### src/rtl/player_anim_fsm.sv
// player_anim_fsm
//   Animation and motion controller for a 2D fighter sprite. Every state,
//   frame, divider and position update happens only on frame_tick cycles.
//   Each animation frame lasts TICKS_PER_FRAME ticks. IDLE and MOVE loop.
//   ATK1 and ATK2 are one-shots. HIT is hitstun, and another hit restarts it.
//
// Ports
//   clk, reset         : rising-edge clock, synchronous active-high reset
//   frame_tick         : one-cycle pulse per video frame (update enable)
//   btn_left/right     : movement requests (level)
//   btn_atk1/atk2      : attack requests (level)
//   hit                : damage request (level, sampled on frame_tick)
//   anim_state         : 0 IDLE, 1 MOVE, 3 ATK1, 4 ATK2, 5 HIT (the FSM state)
//   anim_frame         : frame index within anim_state
//   facing_right       : sprite orientation
//   pos_x              : sprite left edge in pixels
//   atk_active         : attack-1 hit window is on screen
//   busy               : in ATK1, ATK2 or HIT
//
// Handshake: there is no valid/ready pair. frame_tick is a qualifier only.
// Inputs are sampled on the rising edge where frame_tick=1, and the outputs
// hold between ticks.
module player_anim_fsm #(
  parameter int TICKS_PER_FRAME = 4,
  parameter int IDLE_FRAMES     = 10,
  parameter int RUN_FRAMES      = 8,
  parameter int ATK1_FRAMES     = 18,
  parameter int ATK2_FRAMES     = 12,
  parameter int HIT_FRAMES      = 4,
  parameter int MOVE_STEP       = 2,
  parameter int X_MIN           = 0,
  parameter int X_MAX           = 514,
  parameter int X_INIT          = 100,
  parameter int ATK1_ACT_LO     = 8,
  parameter int ATK1_ACT_HI     = 11
) (
  input  logic       clk,
  input  logic       reset,
  input  logic       frame_tick,
  input  logic       btn_left,
  input  logic       btn_right,
  input  logic       btn_atk1,
  input  logic       btn_atk2,
  input  logic       hit,
  output logic [3:0] anim_state,
  output logic [5:0] anim_frame,
  output logic       facing_right,
  output logic [9:0] pos_x,
  output logic       atk_active,
  output logic       busy
);

  localparam int DIV_W = (TICKS_PER_FRAME > 1) ? $clog2(TICKS_PER_FRAME) : 1;
  localparam logic [DIV_W-1:0] DIV_LAST = DIV_W'(TICKS_PER_FRAME - 1);
  localparam logic [10:0] X_MIN_W  = 11'(X_MIN);
  localparam logic [10:0] X_MAX_W  = 11'(X_MAX);
  localparam logic [10:0] STEP_W   = 11'(MOVE_STEP);

  typedef enum logic [3:0] {
    ST_IDLE = 4'd0,
    ST_MOVE = 4'd1,
    ST_ATK1 = 4'd3,
    ST_ATK2 = 4'd4,
    ST_HIT  = 4'd5
  } state_e;

  state_e           state_q, state_d;
  logic [5:0]       frame_q, frame_d;
  logic [DIV_W-1:0] div_q, div_d;
  logic             facing_q, facing_d;
  logic [9:0]       pos_q, pos_d;

  state_e     req;
  logic [5:0] frame_len;
  logic       frame_done;
  logic       last_frame;
  logic       restart;
  logic [10:0] pos_ext;

  // Request arbitration used from IDLE/MOVE and at the end of a one-shot.
  // Both movement buttons pressed together means no move.
  always_comb begin
    req = ST_IDLE;
    if (hit)                       req = ST_HIT;
    else if (btn_atk1)             req = ST_ATK1;
    else if (btn_atk2)             req = ST_ATK2;
    else if (btn_left ^ btn_right) req = ST_MOVE;
  end

  always_comb begin
    frame_len = 6'(IDLE_FRAMES);
    case (state_q)
      ST_MOVE: frame_len = 6'(RUN_FRAMES);
      ST_ATK1: frame_len = 6'(ATK1_FRAMES);
      ST_ATK2: frame_len = 6'(ATK2_FRAMES);
      ST_HIT:  frame_len = 6'(HIT_FRAMES);
      default: frame_len = 6'(IDLE_FRAMES);
    endcase
  end

  assign frame_done = (div_q == DIV_LAST);
  assign last_frame = (frame_q == frame_len - 6'd1);
  assign pos_ext    = {1'b0, pos_q};

  always_comb begin
    state_d  = state_q;
    frame_d  = frame_q;
    div_d    = div_q;
    facing_d = facing_q;
    pos_d    = pos_q;
    restart  = 1'b0;

    if (frame_tick) begin
      case (state_q)
        ST_IDLE, ST_MOVE: begin
          state_d = req;
          restart = (req != state_q);
        end
        ST_ATK1, ST_ATK2, ST_HIT: begin
          // A hit aborts an attack, and it also re-arms hitstun from frame 0.
          // Otherwise the one-shot runs to the end of its last frame and then
          // re-arbitrates. A held attack button therefore replays the attack.
          if (hit) begin
            state_d = ST_HIT;
            restart = 1'b1;
          end else if (frame_done && last_frame) begin
            state_d = req;
            restart = 1'b1;
          end
        end
        default: begin
          state_d = ST_IDLE;
          restart = 1'b1;
        end
      endcase

      if (restart) begin
        frame_d = 6'd0;
        div_d   = '0;
      end else if (frame_done) begin
        div_d   = '0;
        frame_d = last_frame ? 6'd0 : frame_q + 6'd1;
      end else begin
        div_d   = div_q + 1'b1;
      end

      // Motion and facing follow the state this tick ends in. MOVE implies
      // that exactly one direction button is pressed.
      if (state_d == ST_MOVE) begin
        facing_d = btn_right;
        if (btn_right) begin
          pos_d = (pos_ext + STEP_W > X_MAX_W) ? 10'(X_MAX) : 10'(pos_ext + STEP_W);
        end else begin
          pos_d = (pos_ext < X_MIN_W + STEP_W) ? 10'(X_MIN) : 10'(pos_ext - STEP_W);
        end
      end
    end
  end

  always_ff @(posedge clk) begin
    if (reset) begin
      state_q  <= ST_IDLE;
      frame_q  <= 6'd0;
      div_q    <= '0;
      facing_q <= 1'b1;
      pos_q    <= 10'(X_INIT);
    end else begin
      state_q  <= state_d;
      frame_q  <= frame_d;
      div_q    <= div_d;
      facing_q <= facing_d;
      pos_q    <= pos_d;
    end
  end

  assign anim_state   = state_q;
  assign anim_frame   = frame_q;
  assign facing_right = facing_q;
  assign pos_x        = pos_q;
  assign atk_active   = (state_q == ST_ATK1) &&
                        (frame_q >= 6'(ATK1_ACT_LO)) && (frame_q <= 6'(ATK1_ACT_HI));
  assign busy         = (state_q == ST_ATK1) || (state_q == ST_ATK2) || (state_q == ST_HIT);

endmodule

### config.mk
export PLATFORM = sky130hd
export DESIGN_NAME = player_anim_fsm
export DESIGN_NICKNAME = d
export VERILOG_FILES = /design/src/rtl/player_anim_fsm.sv
export SDC_FILE = /design/constraint.sdc
export NUM_CORES = 1
export LEC_CHECK = 0
export ABC_AREA = 1
export BUFFER_PORTS_ARGS = -buffer_cell sky130_fd_sc_hd__buf_2
export CORE_MARGIN = 3
export CORE_UTILIZATION = 55
export CTS_CLUSTER_SIZE = 30
export DETAILED_ROUTE_END_ITERATION = 7
export GPL_TIMING_DRIVEN = 0
export PLACE_DENSITY = 0.84
export SETUP_SLACK_MARGIN = 0.15
export SYNTH_ARGS = -nofsm -noshare
export SYNTH_HDL_FRONTEND = slang
export SYNTH_SLANG_ARGS = --single-unit
### constraint.sdc
create_clock -name clk -period 4 [get_ports clk]
set_clock_uncertainty 0.05 [all_clocks]
set_input_delay 0.8 -clock clk [delete_from_list [all_inputs] [get_ports clk]]
set_output_delay 0.8 -clock clk [all_outputs]
set_load 0.02 [all_outputs]
# ---- Yosys cells after proc, flatten, opt, wreduce, memory -nomap -nowiden
# Cells that the tools add are included.
dict set report totals {
  register_bits 23
  in_bits 8
  out_inout_bits 23
  word_cells 55
}
dict set report classes {
  n_addsub 5
  n_lt_le_gt_ge 4
  eq_ne 8
  n_mux 21
  bitwise_logic 1
  reduce_logical 11
}
# operator count
set op_table {}
lappend op_table {{two-way mux 10 bit} 3}
lappend op_table {{case mux 5 bit (4 select lines)} 1}
lappend op_table {{two-way mux 6 bit} 3}
lappend op_table {{two-way mux 4 bit} 3}
lappend op_table {{adder 10 x 2 -> 11 bit, second input constant} 1}
lappend op_table {{greater-than comparator 11 x 10 -> 1 bit, second input constant} 1}
lappend op_table {{less-than comparator 10 x 2 -> 1 bit, second input constant} 1}
lappend op_table {{subtractor 10 x 2 -> 10 bit, second input constant} 1}
lappend op_table {{two-way mux 3 bit} 3}
lappend op_table {{equality test 4 x 1 -> 1 bit, second input constant} 2}
lappend op_table {{equality test 4 x 3 -> 1 bit, second input constant} 2}
lappend op_table {{case mux 4 bit (2 select lines)} 1}
lappend op_table {{adder 6 x 1 -> 6 bit, second input constant} 1}
lappend op_table {{equality test 6 bit} 1}
lappend op_table {{greater-or-equal comparator 6 x 4 -> 1 bit, second input constant} 1}
lappend op_table {{<= comparator 6 x 4 -> 1 bit, second input constant} 1}
lappend op_table {{subtractor 6 x 1 -> 6 bit, second input constant} 1}
lappend op_table {{equality test 4 x 2 -> 1 bit, second input constant} 1}
lappend op_table {{logical NOT 4 bit} 1}
lappend op_table {{two-way mux 1 bit} 4}
lappend op_table {{two-way mux 2 bit} 2}
lappend op_table {{!= test 4 bit} 1}
lappend op_table {{AND reduction 2 bit} 2}
lappend op_table {{logical AND 1 bit} 3}
lappend op_table {{other kinds (8)} 9}

# ---- Longest topological paths before layout
dict set report logic_depth {
  ltp_word 11
  mapped_depth 22
  ltp_nobuf 21
}

# ---- Worst setup path before layout
# No wires, ideal clock.
dict set report synth_path {
  kind {register to register}
  startpoint {register state_q[0] (netlist: anim_state[0])}
  endpoint {register pos_q[8] (netlist: pos_x[8])}
  setup_ps 115
  t_arrival_ps 2329
  required_time_ps 3835
  setup_slack_ps 1506
  stages_incl_launch_ff 21
  path_buffers 1
  synth_period_minus_slack_ps 2494
  cell_sequence {dfxtp_1 inv_1 nor2_2 nand2_1 nand2_2 ha_1 nand2_1 nand2_1 nor2_1 nand3_1 nor2_2 nand4_2 nand2_1 nand3_1 nand2_1 nand2_2 nor2_4 buf_6 nand3_1 nand2_1 nor2_1}
}
dict set report synth_via {
  elab_chain_cells 11
  elab_cells_between_ends 17
  cone_classes {add/sub: 1; eq/ne: 6; mux: 5; reduce/logical: 5}
}
# item line_no
set synth_lines {}
lappend synth_lines {{start: declaration} 67} ;# state_e state_q, state_d;
lappend synth_lines {{start signal: assignment} 168} ;# state_q <= state_d;
lappend synth_lines {{equality test 4 x 3 -> 1 bit (tied with other cells)} {92, 114}}
lappend synth_lines {{case mux 5 bit (4 select lines)} 92} ;# case (state_q)
lappend synth_lines {{subtractor 6 x 1 -> 6 bit} 102} ;# assign last_frame = (frame_q == frame_len - 6'd1);
lappend synth_lines {{equality test 6 bit} 102}
lappend synth_lines {{logical AND 1 bit} 126} ;# end else if (frame_done && last_frame) begin
lappend synth_lines {{two-way mux 4 bit} 126}
lappend synth_lines {{two-way mux 4 bit} 123} ;# if (hit) begin
lappend synth_lines {{case mux 4 bit (2 select lines) (*)} 114} ;# case (state_q)
lappend synth_lines {{two-way mux 4 bit (*)} 113} ;# if (frame_tick) begin
lappend synth_lines {{equality test 4 x 1 -> 1 bit (*)} 149} ;# if (state_d == ST_MOVE) begin
lappend synth_lines {{AND reduction 2 bit (no source line) (*)} n/a}
lappend synth_lines {{end signal: assignment} 166} ;# pos_q <= 10'(X_INIT);
lappend synth_lines {{end signal: assignment} 172} ;# pos_q <= pos_d;
lappend synth_lines {{end: declaration} 71} ;# logic [9:0] pos_q, pos_d;
# Every way passes the cells marked *; elsewhere a longest branch is shown, timed or not. The select of a mux whose other input is x is not followed.
# A chain may end at the register's enable or synchronous reset.

# ---- Final worst setup path
dict set report layout_path {
  startpoint {register state_q[2] (netlist: anim_state[2])}
  endpoint {register pos_q[8] (netlist: pos_x[8])}
}
# Same word-level chain as after synthesis.

==> metrics.md <==
| Metric | Value |
|---|---|
| Status | `finished, final reports clean` |
| Min-delay worst type | `flop to flop` |
| Worst reg2reg path depth | `19` |
| Routed WL per cell | `11.5 um` |
| Max Slew Vio Count | `0` |
| Share of cells above drive strength 1 | `16.0%` |
| Post-Syn Instances | `313` |
| Arrival time of the worst setup path | `2.78 ns` |
| Maxcap violations | `0` |
| Port Buffers | `27` |
| Worst reg2reg setup slack | `1.39 ns` |
| Post-synth EDFFs | `0` |
| Die H | `64.4 um` |
| Slowest cell on the critical path | `dfxtp_1` |
| Syn avg cell area | `6.00 sq um` |
| Root buffer cell | `clkbuf_4` |
| Crit path cell chain | `nor2_2 > nand2_1 > nand2_2 > ha_1 > nand2_1 > nand2_1 > nor2_1 > nand3_1 > nor2_2 > nand4_2 > nand2_2 > nand2_1 > nand2_1 > nand2_2 > nor2_4 > buf_6 > nand3_1 > nand2_1 > nor2_1` |
| End of the worst hold path | `facing_right$_SDFFE_PP1P_` |
| FF-to-FF Start | `anim_state[2]$_SDFFE_PP0P_` |
| Synth top area cells | `dfxtp_1 (23%), nand2_1 (14%), nor2_1 (9.2%), nand3_1 (8.3%), inv_1 (7.6%)` |
| Place WS | `1.43 ns` |
| Vias/cell | `5.30` |
| Fmax | `383 MHz` |
| Final wirelength | `4440 um` |
| Maximum root-to-sink buffer count | `2` |
| Setup ws final | `1.39 ns` |
| TritonCTS Buffers | `3` |
| Tot GR Track Use | `22.5%` |
| Nets | `359` |
| Worst path most repeated cell | `nand2_1` |
| Count leader, synth | `nand2_1` |
| Setup crit start kind | `flop` |
| Hold Crit Depth | `2` |
| Synth top area share | `23.5%` |
| # H-tree levels | `1` |
| Worst Setup Path Type | `flop to flop` |
| Fillcell total | `318` |
| Cell Pwr Density | `305 nW/um^2` |
| Hold-fix buffers at CTS | `0` |
| Syn Nets | `327` |
| Clock transition at path regs | `0.13 ns` |
| Post-synth top cells | `nand2_1 (72), nor2_1 (46), inv_1 (38), nand3_1 (31), dfxtp_1 (22)` |
| Row count | `20` |
| First-pass GRT wire length | `7690 um` |
| Final ANT Viol Nets | `0` |
| Top Ports | `31` |
| GPL Wtd Cong | `0.871` |
| CP Max Fanout | `10` |
| Leakage power | `1.06 nW` |
| Area delta synth->final | `11.3%` |
| DR DRC count | `0` |
| CTS sink count | `22` |
| Largest net degree at the start of global routing | `12` |
| Synth warn | `0` |
| # resized after CTS | `0` |
| RSZ-0062 raised after global routing | `no` |
| Most used DFF post-synth | `dfxtp_1` |
| # setup viols final | `0` |
| Crit path max-delay family | `simple AND/OR/NAND/NOR gates` |
| Mapped cell area | `1880 sq um` |
| DP Wirelength | `3460 um` |
| Cell variety after synth | `29` |
| Hold path start | `facing_right$_SDFFE_PP1P_` |
| Core area | `3150 sq um` |
| Req. time, crit path | `4.17 ns` |
| CP max stage delay | `0.52 ns` |
| CP Capture Type | `flop` |
| Final TNS setup | `0 ns` |
| RR Endpoint | `pos_x[8]$_SDFFE_PP0P_` |
| Leading area contributor after synthesis | `dfxtp_1` |
| Clock Latency Late Sink | `0.31 ns` |
| Synth Register Bits | `22` |
| Die width | `64.4 um` |
| Antenna diode count | `0` |
| Fin crit share | `65.2%` |
| Fin crit period | `2.61 ns` |
| Peak VDD IR | `0.208 mV` |
| Hold Fails Final Rpt | `0` |
| Fraction of the yosys area taken by sequential cells | `23.5%` |
| Vias in the first global route | `1,733` |
| Initial antenna violation count | `0` |
| Critical Path Start | `anim_state[2]$_SDFFE_PP0P_` |
| Setup Buffers After CTS | `0` |
| Global route overflow | `0` |
| TritonCTS clock tree | `built` |
| Buf/Inv on CP | `1` |
| Routed vias | `2,051` |
| 1st-iter DRT viols | `226` |
| Ys async rst share | `0%` |
| Initial cell density of the core | `59.6%` |
| DIE AREA | `4150 sq um` |
| Drt pass-1 iters | `5` |
-- where the power goes --
group	internal [mW]	switching [mW]	leakage (nW)	total (mW)
combinational	0.0924	0.176	0.866	0.269
clock	0.0352	0.0691	0.0138	0.104
sequential	0.239	0.0249	0.181	0.264
total	0.367	0.270	1.06	0.637
-- worst register-to-register path, cell delays in order (launching register included) --
cell	delay, ns
dfxtp_1	0.52
nor2_2	0.11
nand2_1	0.12
nand2_2	0.07
ha_1	0.28
nand2_1	0.09
nand2_1	0.05
nor2_1	0.08
nand3_1	0.10
nor2_2	0.12
nand4_2	0.13
nand2_2	0.12
nand2_1	0.05
nand2_1	0.07
nand2_2	0.07
nor2_4	0.16
buf_6	0.16
nand3_1	0.07
nand2_1	0.06
nor2_1	0.04
-- cell families (layout without fill, tap and decap cells) --
| group | count (synthesis) | in the layout | share of synthesized area [%] |
|---|---|---|---|
| adders and majority gates | 6 | 6 | 4.00 |
| AOI/OAI and AO/OA | 43 | 43 | 12.5 |
| DFF | 22 | 22 | 23.5 |
| xor gates and xnor gates | 14 | 14 | 6.53 |
| and+or+nand+nor | 177 | 177 | 42.3 |
| other | 1 | 1 | 0.200 |
| buffers and inverters | 50 | 80 | 11.1 |
-- cells in the final DEF, fill, tap and decap left out, types with 2 or more instances in the layout --
cell type,Yosys,layout
nor2_1,46,46
nand3b_1,2,2
nand3_2,2,2
clkbuf_4,0,3
ha_1,6,6
a211oi_1,2,2
nand2_1,72,72
o21ai_0,17,17
xnor2_1,2,2
nor2_2,5,5
nand3_1,31,31
xor2_1,12,12
nand4_1,7,7
nand2_2,8,8
buf_4,2,2
a21oi_1,18,18
clkbuf_1,4,4
dfxtp_1,22,22
a22oi_1,4,4
inv_1,38,38
buf_2,4,31
-- metal layers --
| metal | part of all wire [%] | global-route usage [%] |
|---|---|---|
| met1 | 51 | 34.0 |
| met2 | 42 | 34.1 |
| met3 | 6.3 | 2.77 |
| met4 | 0.32 | 4.75 |
| met5 | 0 | 0 |
-- stage by stage --
stage	std cells	utilization (%)	instance area [sq um]	total power, mW	hold WS [ns]
floorplan	313	-	1880	0.471	0.410
global placement	384	65.6	2070	0.529	0.393
detailed placement	384	65.6	2070	0.534	0.398
CTS	387	66.3	2090	0.637	0.439
global route	387	66.3	2090	0.688	0.467
finish	387	66.3	2090	0.637	0.436
-- flip-flops by register name, indices dropped and copies added, names as in the netlist --
name          count
anim_frame        6
anim_state        4
div_q             2
facing_right      1
pos_x             9
-- cell type report --
cell class	instances	area [sq um]	share of cell area, %
Sequential cell	22	440	21.1
Timing Repair Buffer	27	135	6.46
Buffer	11	61.3	2.93
Clock buffer	3	22.5	1.08
Multi-Input combinational cell	241	1230	58.8
Inverter	39	146	7.00
Tap cell	44	55.1	2.63
-- how the worst max path moves through the flow --
stage                                  to  slack (ns)  depth (start not counted)
finish              pos_x[8]$_SDFFE_PP0P_        1.39                         19
global route        pos_x[6]$_SDFFE_PP1P_        1.11                         19
CTS                 pos_x[8]$_SDFFE_PP0P_        1.42                         19
detailed placement  pos_x[8]$_SDFFE_PP0P_        1.43                         19
global placement    pos_x[8]$_SDFFE_PP0P_        1.45                         19
floorplan           pos_x[8]$_SDFFE_PP0P_        1.51                         20
Power figures use the tool's default switching activity.
